## src/rtl/regfile_sequencer_if.sv

```systemverilog
// Request, register-bank and ALU signals shared between the sequencer and its environment.
// The sequencer takes the slave side; the instruction source, bank and ALU take the master side.
interface regfile_sequencer_if #(
    parameter int unsigned WIDTH = 8,
    parameter int unsigned AW    = 3
);
    logic             req_valid;
    logic             req_ready;
    logic [2:0]       req_op;
    logic [AW-1:0]    req_rd;
    logic [AW-1:0]    req_rs1;
    logic [AW-1:0]    req_rs2;
    logic [WIDTH-1:0] req_imm;
    logic [AW-1:0]    rf_en_in;
    logic [AW-1:0]    rf_en_out;
    logic [WIDTH-1:0] rf_in;
    logic [WIDTH-1:0] rf_out;
    logic [WIDTH-1:0] alu_a;
    logic [WIDTH-1:0] alu_b;
    logic [2:0]       alu_op;
    logic [WIDTH-1:0] alu_result;
    logic             busy;
    logic             done;

    modport slave (
        input  req_valid, req_op, req_rd, req_rs1, req_rs2, req_imm, rf_out, alu_result,
        output req_ready, rf_en_in, rf_en_out, rf_in, alu_a, alu_b, alu_op, busy, done
    );

    modport master (
        output req_valid, req_op, req_rd, req_rs1, req_rs2, req_imm, rf_out, alu_result,
        input  req_ready, rf_en_in, rf_en_out, rf_in, alu_a, alu_b, alu_op, busy, done
    );
endinterface

```

## src/rtl/regfile_sequencer.sv

```systemverilog
// Single-issue sequencer: read rs1, read rs2, execute on an external ALU, write rd.
// All outputs are registered; their next values are derived from the next state.
module regfile_sequencer #(
    parameter int unsigned WIDTH  = 8,
    parameter int unsigned AW     = 3,
    parameter logic [2:0]  OP_LDI = 3'b111
) (
    input  logic               CLK,
    input  logic               RESET,
    regfile_sequencer_if.slave bus
);

    typedef enum logic [2:0] {
        IDLE   = 3'd0,
        READ_A = 3'd1,
        READ_B = 3'd2,
        EXEC   = 3'd3,
        WRITE  = 3'd4
    } state_t;

    state_t           state, state_nxt;

    logic [2:0]       op_q, op_nxt;
    logic [AW-1:0]    rd_q, rd_nxt;
    logic [AW-1:0]    rs1_q, rs1_nxt;
    logic [AW-1:0]    rs2_q, rs2_nxt;
    logic [WIDTH-1:0] imm_q, imm_nxt;
    logic [WIDTH-1:0] a_q, a_nxt;
    logic [WIDTH-1:0] b_q, b_nxt;
    logic [WIDTH-1:0] result_q, result_nxt;

    logic             req_ready_q, req_ready_nxt;
    logic             busy_q, busy_nxt;
    logic             done_q, done_nxt;
    logic [AW-1:0]    rf_en_in_q, rf_en_in_nxt;
    logic [AW-1:0]    rf_en_out_q, rf_en_out_nxt;
    logic [WIDTH-1:0] rf_in_q, rf_in_nxt;
    logic [WIDTH-1:0] alu_a_q, alu_a_nxt;
    logic [WIDTH-1:0] alu_b_q, alu_b_nxt;
    logic [2:0]       alu_op_q, alu_op_nxt;

    // State, capture and output registers
    always_ff @(posedge CLK or negedge RESET) begin
        if (!RESET) begin
            state       <= IDLE;
            op_q        <= '0;
            rd_q        <= '0;
            rs1_q       <= '0;
            rs2_q       <= '0;
            imm_q       <= '0;
            a_q         <= '0;
            b_q         <= '0;
            result_q    <= '0;
            req_ready_q <= 1'b1;
            busy_q      <= 1'b0;
            done_q      <= 1'b0;
            rf_en_in_q  <= '0;
            rf_en_out_q <= '0;
            rf_in_q     <= '0;
            alu_a_q     <= '0;
            alu_b_q     <= '0;
            alu_op_q    <= '0;
        end else begin
            state       <= state_nxt;
            op_q        <= op_nxt;
            rd_q        <= rd_nxt;
            rs1_q       <= rs1_nxt;
            rs2_q       <= rs2_nxt;
            imm_q       <= imm_nxt;
            a_q         <= a_nxt;
            b_q         <= b_nxt;
            result_q    <= result_nxt;
            req_ready_q <= req_ready_nxt;
            busy_q      <= busy_nxt;
            done_q      <= done_nxt;
            rf_en_in_q  <= rf_en_in_nxt;
            rf_en_out_q <= rf_en_out_nxt;
            rf_in_q     <= rf_in_nxt;
            alu_a_q     <= alu_a_nxt;
            alu_b_q     <= alu_b_nxt;
            alu_op_q    <= alu_op_nxt;
        end
    end

    // Next-state, captures, and next output values
    always_comb begin
        state_nxt  = state;
        op_nxt     = op_q;
        rd_nxt     = rd_q;
        rs1_nxt    = rs1_q;
        rs2_nxt    = rs2_q;
        imm_nxt    = imm_q;
        a_nxt      = a_q;
        b_nxt      = b_q;
        result_nxt = result_q;

        unique case (state)
            IDLE: begin
                if (bus.req_valid) begin
                    op_nxt  = bus.req_op;
                    rd_nxt  = bus.req_rd;
                    rs1_nxt = bus.req_rs1;
                    rs2_nxt = bus.req_rs2;
                    imm_nxt = bus.req_imm;
                    if (bus.req_op == OP_LDI) begin
                        result_nxt = bus.req_imm;
                        state_nxt  = WRITE;
                    end else begin
                        state_nxt  = READ_A;
                    end
                end
            end
            READ_A: begin
                a_nxt     = bus.rf_out;
                state_nxt = READ_B;
            end
            READ_B: begin
                b_nxt     = bus.rf_out;
                state_nxt = EXEC;
            end
            EXEC: begin
                result_nxt = bus.alu_result;
                state_nxt  = WRITE;
            end
            WRITE: begin
                state_nxt = IDLE;
            end
            default: begin
                state_nxt = IDLE;
            end
        endcase

        // Outputs for the cycle after this edge, so they are valid for the whole state
        req_ready_nxt = (state_nxt == IDLE);
        busy_nxt      = (state_nxt != IDLE);
        done_nxt      = (state_nxt == WRITE);
        rf_en_in_nxt  = (state_nxt == WRITE) ? rd_nxt : '0;
        rf_in_nxt     = result_nxt;
        rf_en_out_nxt = '0;
        if (state_nxt == READ_A) rf_en_out_nxt = rs1_nxt;
        if (state_nxt == READ_B) rf_en_out_nxt = rs2_nxt;
        alu_a_nxt  = alu_a_q;
        alu_b_nxt  = alu_b_q;
        alu_op_nxt = alu_op_q;
        if (state_nxt == EXEC) begin
            alu_a_nxt  = a_nxt;
            alu_b_nxt  = b_nxt;
            alu_op_nxt = op_nxt;
        end
    end

    assign bus.req_ready = req_ready_q;
    assign bus.busy      = busy_q;
    assign bus.done      = done_q;
    assign bus.rf_en_in  = rf_en_in_q;
    assign bus.rf_en_out = rf_en_out_q;
    assign bus.rf_in     = rf_in_q;
    assign bus.alu_a     = alu_a_q;
    assign bus.alu_b     = alu_b_q;
    assign bus.alu_op    = alu_op_q;

endmodule

```

## src/flat_wrapper.sv

```systemverilog
// flat-port wrapper written by rule: the top's interface ports become plain ports
module regfile_sequencer_flat 
#(
    parameter int unsigned WIDTH  = 8,
    parameter int unsigned AW     = 3,
    parameter logic [2:0]  OP_LDI = 3'b111
)
  (CLK, RESET, bus_req_valid, bus_req_op, bus_req_rd, bus_req_rs1, bus_req_rs2, bus_req_imm, bus_rf_out, bus_alu_result, bus_req_ready, bus_rf_en_in, bus_rf_en_out, bus_rf_in, bus_alu_a, bus_alu_b, bus_alu_op, bus_busy, bus_done);
  regfile_sequencer_if #(.WIDTH(WIDTH), .AW(AW)) bus_i ();
  input  logic CLK;
  input  logic RESET;
  input wire logic [$bits(bus_i.req_valid)-1:0] bus_req_valid;
  input wire logic [$bits(bus_i.req_op)-1:0] bus_req_op;
  input wire logic [$bits(bus_i.req_rd)-1:0] bus_req_rd;
  input wire logic [$bits(bus_i.req_rs1)-1:0] bus_req_rs1;
  input wire logic [$bits(bus_i.req_rs2)-1:0] bus_req_rs2;
  input wire logic [$bits(bus_i.req_imm)-1:0] bus_req_imm;
  input wire logic [$bits(bus_i.rf_out)-1:0] bus_rf_out;
  input wire logic [$bits(bus_i.alu_result)-1:0] bus_alu_result;
  output wire logic [$bits(bus_i.req_ready)-1:0] bus_req_ready;
  output wire logic [$bits(bus_i.rf_en_in)-1:0] bus_rf_en_in;
  output wire logic [$bits(bus_i.rf_en_out)-1:0] bus_rf_en_out;
  output wire logic [$bits(bus_i.rf_in)-1:0] bus_rf_in;
  output wire logic [$bits(bus_i.alu_a)-1:0] bus_alu_a;
  output wire logic [$bits(bus_i.alu_b)-1:0] bus_alu_b;
  output wire logic [$bits(bus_i.alu_op)-1:0] bus_alu_op;
  output wire logic [$bits(bus_i.busy)-1:0] bus_busy;
  output wire logic [$bits(bus_i.done)-1:0] bus_done;
  assign bus_i.req_valid = bus_req_valid;
  assign bus_i.req_op = bus_req_op;
  assign bus_i.req_rd = bus_req_rd;
  assign bus_i.req_rs1 = bus_req_rs1;
  assign bus_i.req_rs2 = bus_req_rs2;
  assign bus_i.req_imm = bus_req_imm;
  assign bus_i.rf_out = bus_rf_out;
  assign bus_i.alu_result = bus_alu_result;
  assign bus_req_ready = bus_i.req_ready;
  assign bus_rf_en_in = bus_i.rf_en_in;
  assign bus_rf_en_out = bus_i.rf_en_out;
  assign bus_rf_in = bus_i.rf_in;
  assign bus_alu_a = bus_i.alu_a;
  assign bus_alu_b = bus_i.alu_b;
  assign bus_alu_op = bus_i.alu_op;
  assign bus_busy = bus_i.busy;
  assign bus_done = bus_i.done;
  regfile_sequencer #(.WIDTH(WIDTH), .AW(AW), .OP_LDI(OP_LDI)) u_core (.CLK(CLK), .RESET(RESET), .bus(bus_i));
endmodule
```

## config.mk

```make
export PLATFORM = sky130hd
export DESIGN_NAME = regfile_sequencer_flat
export DESIGN_NICKNAME = d
export VERILOG_FILES = /design/src/rtl/regfile_sequencer_if.sv /design/src/rtl/regfile_sequencer.sv /design/src/flat_wrapper.sv
export SDC_FILE = /design/constraint.sdc
export NUM_CORES = 1
export LEC_CHECK = 0
export CAP_MARGIN = 20
export CORE_UTILIZATION = 30
export CTS_CLUSTER_SIZE = 24
export DETAILED_ROUTE_END_ITERATION = 10
export GPL_ROUTABILITY_DRIVEN = 0
export GPL_TIMING_DRIVEN = 0
export PLACE_DENSITY = 0.62
export SLEW_MARGIN = 5
export SYNTH_ARGS = -nofsm -noshare
export SYNTH_HDL_FRONTEND = slang
export SYNTH_SLANG_ARGS = --single-unit
```

## constraint.sdc

```tcl
create_clock -name CLK -period 4.2 [get_ports CLK]
set_input_delay 0.42 -clock CLK [delete_from_list [all_inputs] [get_ports CLK]]
set_output_delay 0.42 -clock CLK [all_outputs]
set_load 0.1 [all_outputs]
```

# Word level (Yosys, flattened, before mapping)
# Cells that the tools add are included.
dict set report totals {
  reg_bits 67
  input_bits 39
  output_inout_bits 36
  elab_cells 50
}
dict set report classes {
  eq_ne 10
  muxes 19
  reduce_logical 5
}
# op n
set ops {}
lappend ops {{$mux 3} 13}
lappend ops {{$mux 8} 4}
lappend ops {{$pmux 8 s2} 1}
lappend ops {{$eq 3x2->1 const B} 4}
lappend ops {{$pmux 3 s4} 1}
lappend ops {{$eq 3x1->1 const B} 2}
lappend ops {{$eq 3x3->1 const B} 2}
lappend ops {{$logic_not 3->1} 2}
lappend ops {{$reduce_and 3->1} 1}
lappend ops {{$reduce_bool 3->1} 1}
lappend ops {{$ne 2x1->1 const B} 1}
lappend ops {{$ne 2x2->1 const B} 1}
lappend ops {{$reduce_bool 2->1} 1}

# Logic depth before layout (Yosys ltp)
dict set report logic_depth {
  depth_word 7
  ltp_mapped 6
  depth_no_buf 3
}

# Least setup slack after synthesis
# OpenSTA, ideal clock, no wires.
dict set report synth_timing {
  path_kind {register -> register}
  from {register u_core.state[0]}
  to {register u_core.alu_op_q[0], in the netlist u_core.bus.alu_op[0]}
  arrival_ns 1.656
  required_ns 4.074
  setup_slack_ns 2.418
  path_stages_with_launch 6
  period_less_slack_ns 1.782
  cell_sequence {dfrtp_1 -> buf_6 -> or4b_4 -> buf_6 -> mux2_4 -> mux2_4}
}
dict set report synth_via {
  elab_cells_between_ends 8
  cone_classes {eq/ne (4); mux (3); reduce/logical (1)}
}
# item line
set synth_rtl {}
lappend synth_rtl {{from (decl)} regfile_sequencer.sv:21} ;# state_t state, state_nxt;
lappend synth_rtl {{from (signal assigned)} regfile_sequencer.sv:64} ;# state <= state_nxt;
lappend synth_rtl {{$logic_not 3->1} regfile_sequencer.sv:97} ;# unique case (state)
lappend synth_rtl {{$mux 3} regfile_sequencer.sv:97}
lappend synth_rtl {{net u_core.op_nxt[0]} regfile_sequencer.sv:23} ;# logic [2:0] op_q, op_nxt;
lappend synth_rtl {{to (signal assigned)} regfile_sequencer.sv:81} ;# alu_op_q <= alu_op_nxt;
lappend synth_rtl {{to (decl)} regfile_sequencer.sv:40} ;# logic [2:0] alu_op_q, alu_op_nxt;
# The timed path passes the listed nets, and every way through them passes these cells.
# A chain may end at the register's enable or synchronous reset.

# Worst setup path in the final report
dict set report layout_timing {
  from {register u_core.req_ready_q, in the netlist u_core.bus.req_ready}
  to {output port bus_req_ready}
}
# item line
set layout_rtl {}
lappend layout_rtl {{from (decl)} regfile_sequencer.sv:32} ;# logic req_ready_q, req_ready_nxt;
lappend layout_rtl {{from (signal assigned)} regfile_sequencer.sv:73} ;# req_ready_q <= req_ready_nxt;
lappend layout_rtl {{to (decl)} flat_wrapper.sv:20} ;# output wire logic [$bits(bus_i.req_ready)-1:0] bus_req_ready;
# No word-level cell between the ends.

==> flow_summary.json <==
{
  "via_per_inst": 4.453,
  "synth_cells": 209,
  "fillCellCount": 726,
  "synth-seq-cells": 56,
  "clock_latency_ns": 0.30,
  "post-cts-setup-buffers": 0,
  "antennaDiodeCount": 0,
  "ios": 75,
  "die_h_microns": 88.31,
  "drive_gt1_frac": 0.1062,
  "cts_sinks": 56,
  "grt_max_degree": 37,
  "post-route-period-util": 0.5634,
  "regArea_sq_um": 1403,
  "synth-edff-count": 0,
  "grt_pass1_vias": 1717,
  "core_area_sq_um": 7214,
  "hold_path_class": "input pin to asynchronous set/reset pin",
  "path_buf_inv": 1,
  "final_common_cell": "clkdlybuf4s50_1",
  "start_util": 0.3097,
  "critPathKind": "register to output pin",
  "clk_pin_slew_worst_paths_ns": 0.10,
  "firstDrtPassIters": 4,
  "report.final.slew_viol_count": 0,
  "critPathMaxFanout": 1,
  "dieArea_sq_um": 7798,
  "grt_pass1_wl_mm": 8.314,
  "cpLargestDelayFamily": "buffers and inverters",
  "port_buffers": 74,
  "cp.arrival_ns": 1.95,
  "root_buffer": "clkbuf_8",
  "rsz0062_at_grt": "no",
  "fmax_mhz": 422.6,
  "antenna_found_initial": 0,
  "syn_area_sq_um": 2235,
  "period_minus_slack_ns": 2.366,
  "htree_levels": 2,
  "synthFlopType": "dfrtp_1",
  "ctsHoldBuffers": 0,
  "fin_nets": 330,
  "drt_iter0_drc": 81,
  "cts_tree": "yes",
  "max_slew_margin": 0.3375,
  "die_x_microns": 88.31,
  "tns_ns": 0,
  "rows": 31,
  "cts_resized": 0,
  "cp_slowest_cell": "clkdlybuf4s50_1",
  "cap_violations": 0,
  "avgRoutedWirePerCell_microns": 13.05,
  "startpoint_type": "register",
  "final_antenna_net_count": 0,
  "hold_viol": 0,
  "finalSetupViolations": 0,
  "synth_compound_area_frac": 0.08343,
  "muxShareOfSynthArea": 0.08063,
  "syn_avg_cell_area_sq_um": 10.69,
  "crit_required_ns": 3.78,
  "syn_nets": 248,
  "syn_to_final_growth_pct": 43.00,
  "cts_buffers": 5,
  "endpoint_kind": "output pin",
  "outcome": "complete, no violations",
  "overflow": 0,
  "synth_warnings": 0,
  "synth_top_family_by_area": "simple AND/OR/NAND/NOR gates",
  "synth_adder_area_share": 0,
  "cp_cell_sequence": "clkdlybuf4s50_1",
  "place_hpwl_mm": 3.676,
  "skew_ns": 0.008785,
  "ys_seq_area_frac": 0.6277,
  "slowest_delay_ns": 1.12,
  "drc": 0,
  "grt.total_usage": 0.1402,
  "synth_cell_type_count": 24,
  "final_cell_mix": "clkdlybuf4s50_1, nand2_1, dfrtp_1",
  "synth_xor_area_frac": 0,
  "tightest_slew_ns": 0.9907,
  "clk_path_buf_depth": 2,
  "finalWirelength_mm": 5.102,
  "synthSimpleGateAreaFrac": 0.1736,
  "multiInputGateArea_sq_um": 754.5,
  "postSynth.asyncResetShare": 1.000,
  "route.vias.total": 1741
}
==> flip-flops by register name, indices dropped and copies added (netlist names) <==
signal                cells
u_core.bus.req_ready      1
u_core.bus.busy           1
u_core.bus.rf_en_in       3
u_core.a_q                8
u_core.rs2_q              3
u_core.rd_q               3
u_core.bus.alu_op         3
u_core.op_q               3
u_core.bus.alu_b          8
u_core.bus.alu_a          8
u_core.result_q           8
u_core.bus.done           1
u_core.bus.rf_en_out      3
u_core.state              3
==> cell type report <==
class / instances / area share
Timing Repair Buffer: 75 / 0.2365
Buffer: 15 / 0.02310
Sequential cell: 56 / 0.4389
Tap cell: 99 / 0.03876
Multi-Input combinational cell: 137 / 0.2361
Clock inverter: 1 / 0.001566
Clock buffer: 7 / 0.02388
Inverter: 1 / 0.001175
==> synthesized netlist by cell type (2+ instances only) <==
cell type | instances | area share
nand2_1 | 69 | 0.12
dfrtp_1 | 55 | 0.62
o21ai_0 | 14 | 0.031
clkbuf_1 | 11 | 0.018
nor2_1 | 10 | 0.017
a21oi_1 | 8 | 0.018
a31oi_1 | 8 | 0.022
mux2_2 | 8 | 0.040
mux2_4 | 6 | 0.040
a22o_1 | 3 | 0.012
buf_2 | 2 | 0.0045
buf_6 | 2 | 0.010
nor3b_1 | 2 | 0.0067
==> final timing paths <==
path | to | depth (start not counted) | slack [ns] | from
max reg2reg | u_core.a_q[1]$_DFF_PN0_ | 4 | 2.24 | u_core.state[1]$_DFF_PN0_
max | bus_req_ready | 1 | 1.83 | u_core.bus.req_ready$_DFF_PN1_
min reg2reg | u_core.bus.alu_a[1]$_DFFE_PN0N_ | 2 | 0.47 | u_core.a_q[1]$_DFF_PN0_
min | u_core.bus.rf_en_out[0]$_DFF_PN0_ | 1 | 0.06 | RESET
max in group asynchronous | u_core.bus.req_ready$_DFF_PN1_ | 2 | 3.53 | RESET
min in group CLK | u_core.bus.alu_a[1]$_DFFE_PN0N_ | 2 | 0.47 | u_core.a_q[1]$_DFF_PN0_
==> routing by layer <==
layer  part of all wire  vias up  global-route usage  wire, microns
met3              0.039        4             0.03358            200
met5                  0        -                   0              0
met4              0.013        0             0.04399             65
met2               0.49       38              0.2329           2507
li1                   -      852                   -              -
met1               0.46      847              0.1814           2328
==> cells by family after synthesis <==
group	count (synthesis)
AND/OR/NAND/NOR	90
multiplexers	14
AO/OA/AOI/OAI	33
flip-flops	56
buffers and inverters	16
==> metrics by stage <==
stage / cells / hold slack, ns / worst slack [ns] / area, sq um / util
after floorplan: 209 / 0.1244 / 2.418 / 2235 / -
after global placement: 382 / 0.4421 / 0.9672 / 3099 / 0.4296
after detailed placement: 383 / 0.4004 / 2.001 / 3114 / 0.4317
after CTS: 391 / 0.07123 / 1.826 / 3196 / 0.4429
after global routing: 391 / 0.09271 / 1.789 / 3196 / 0.4429
final: 391 / 0.06499 / 1.834 / 3196 / 0.4429
Power is not shown: default switching activity piles up to over one toggle a cycle in this logic, so the estimate is an artifact.
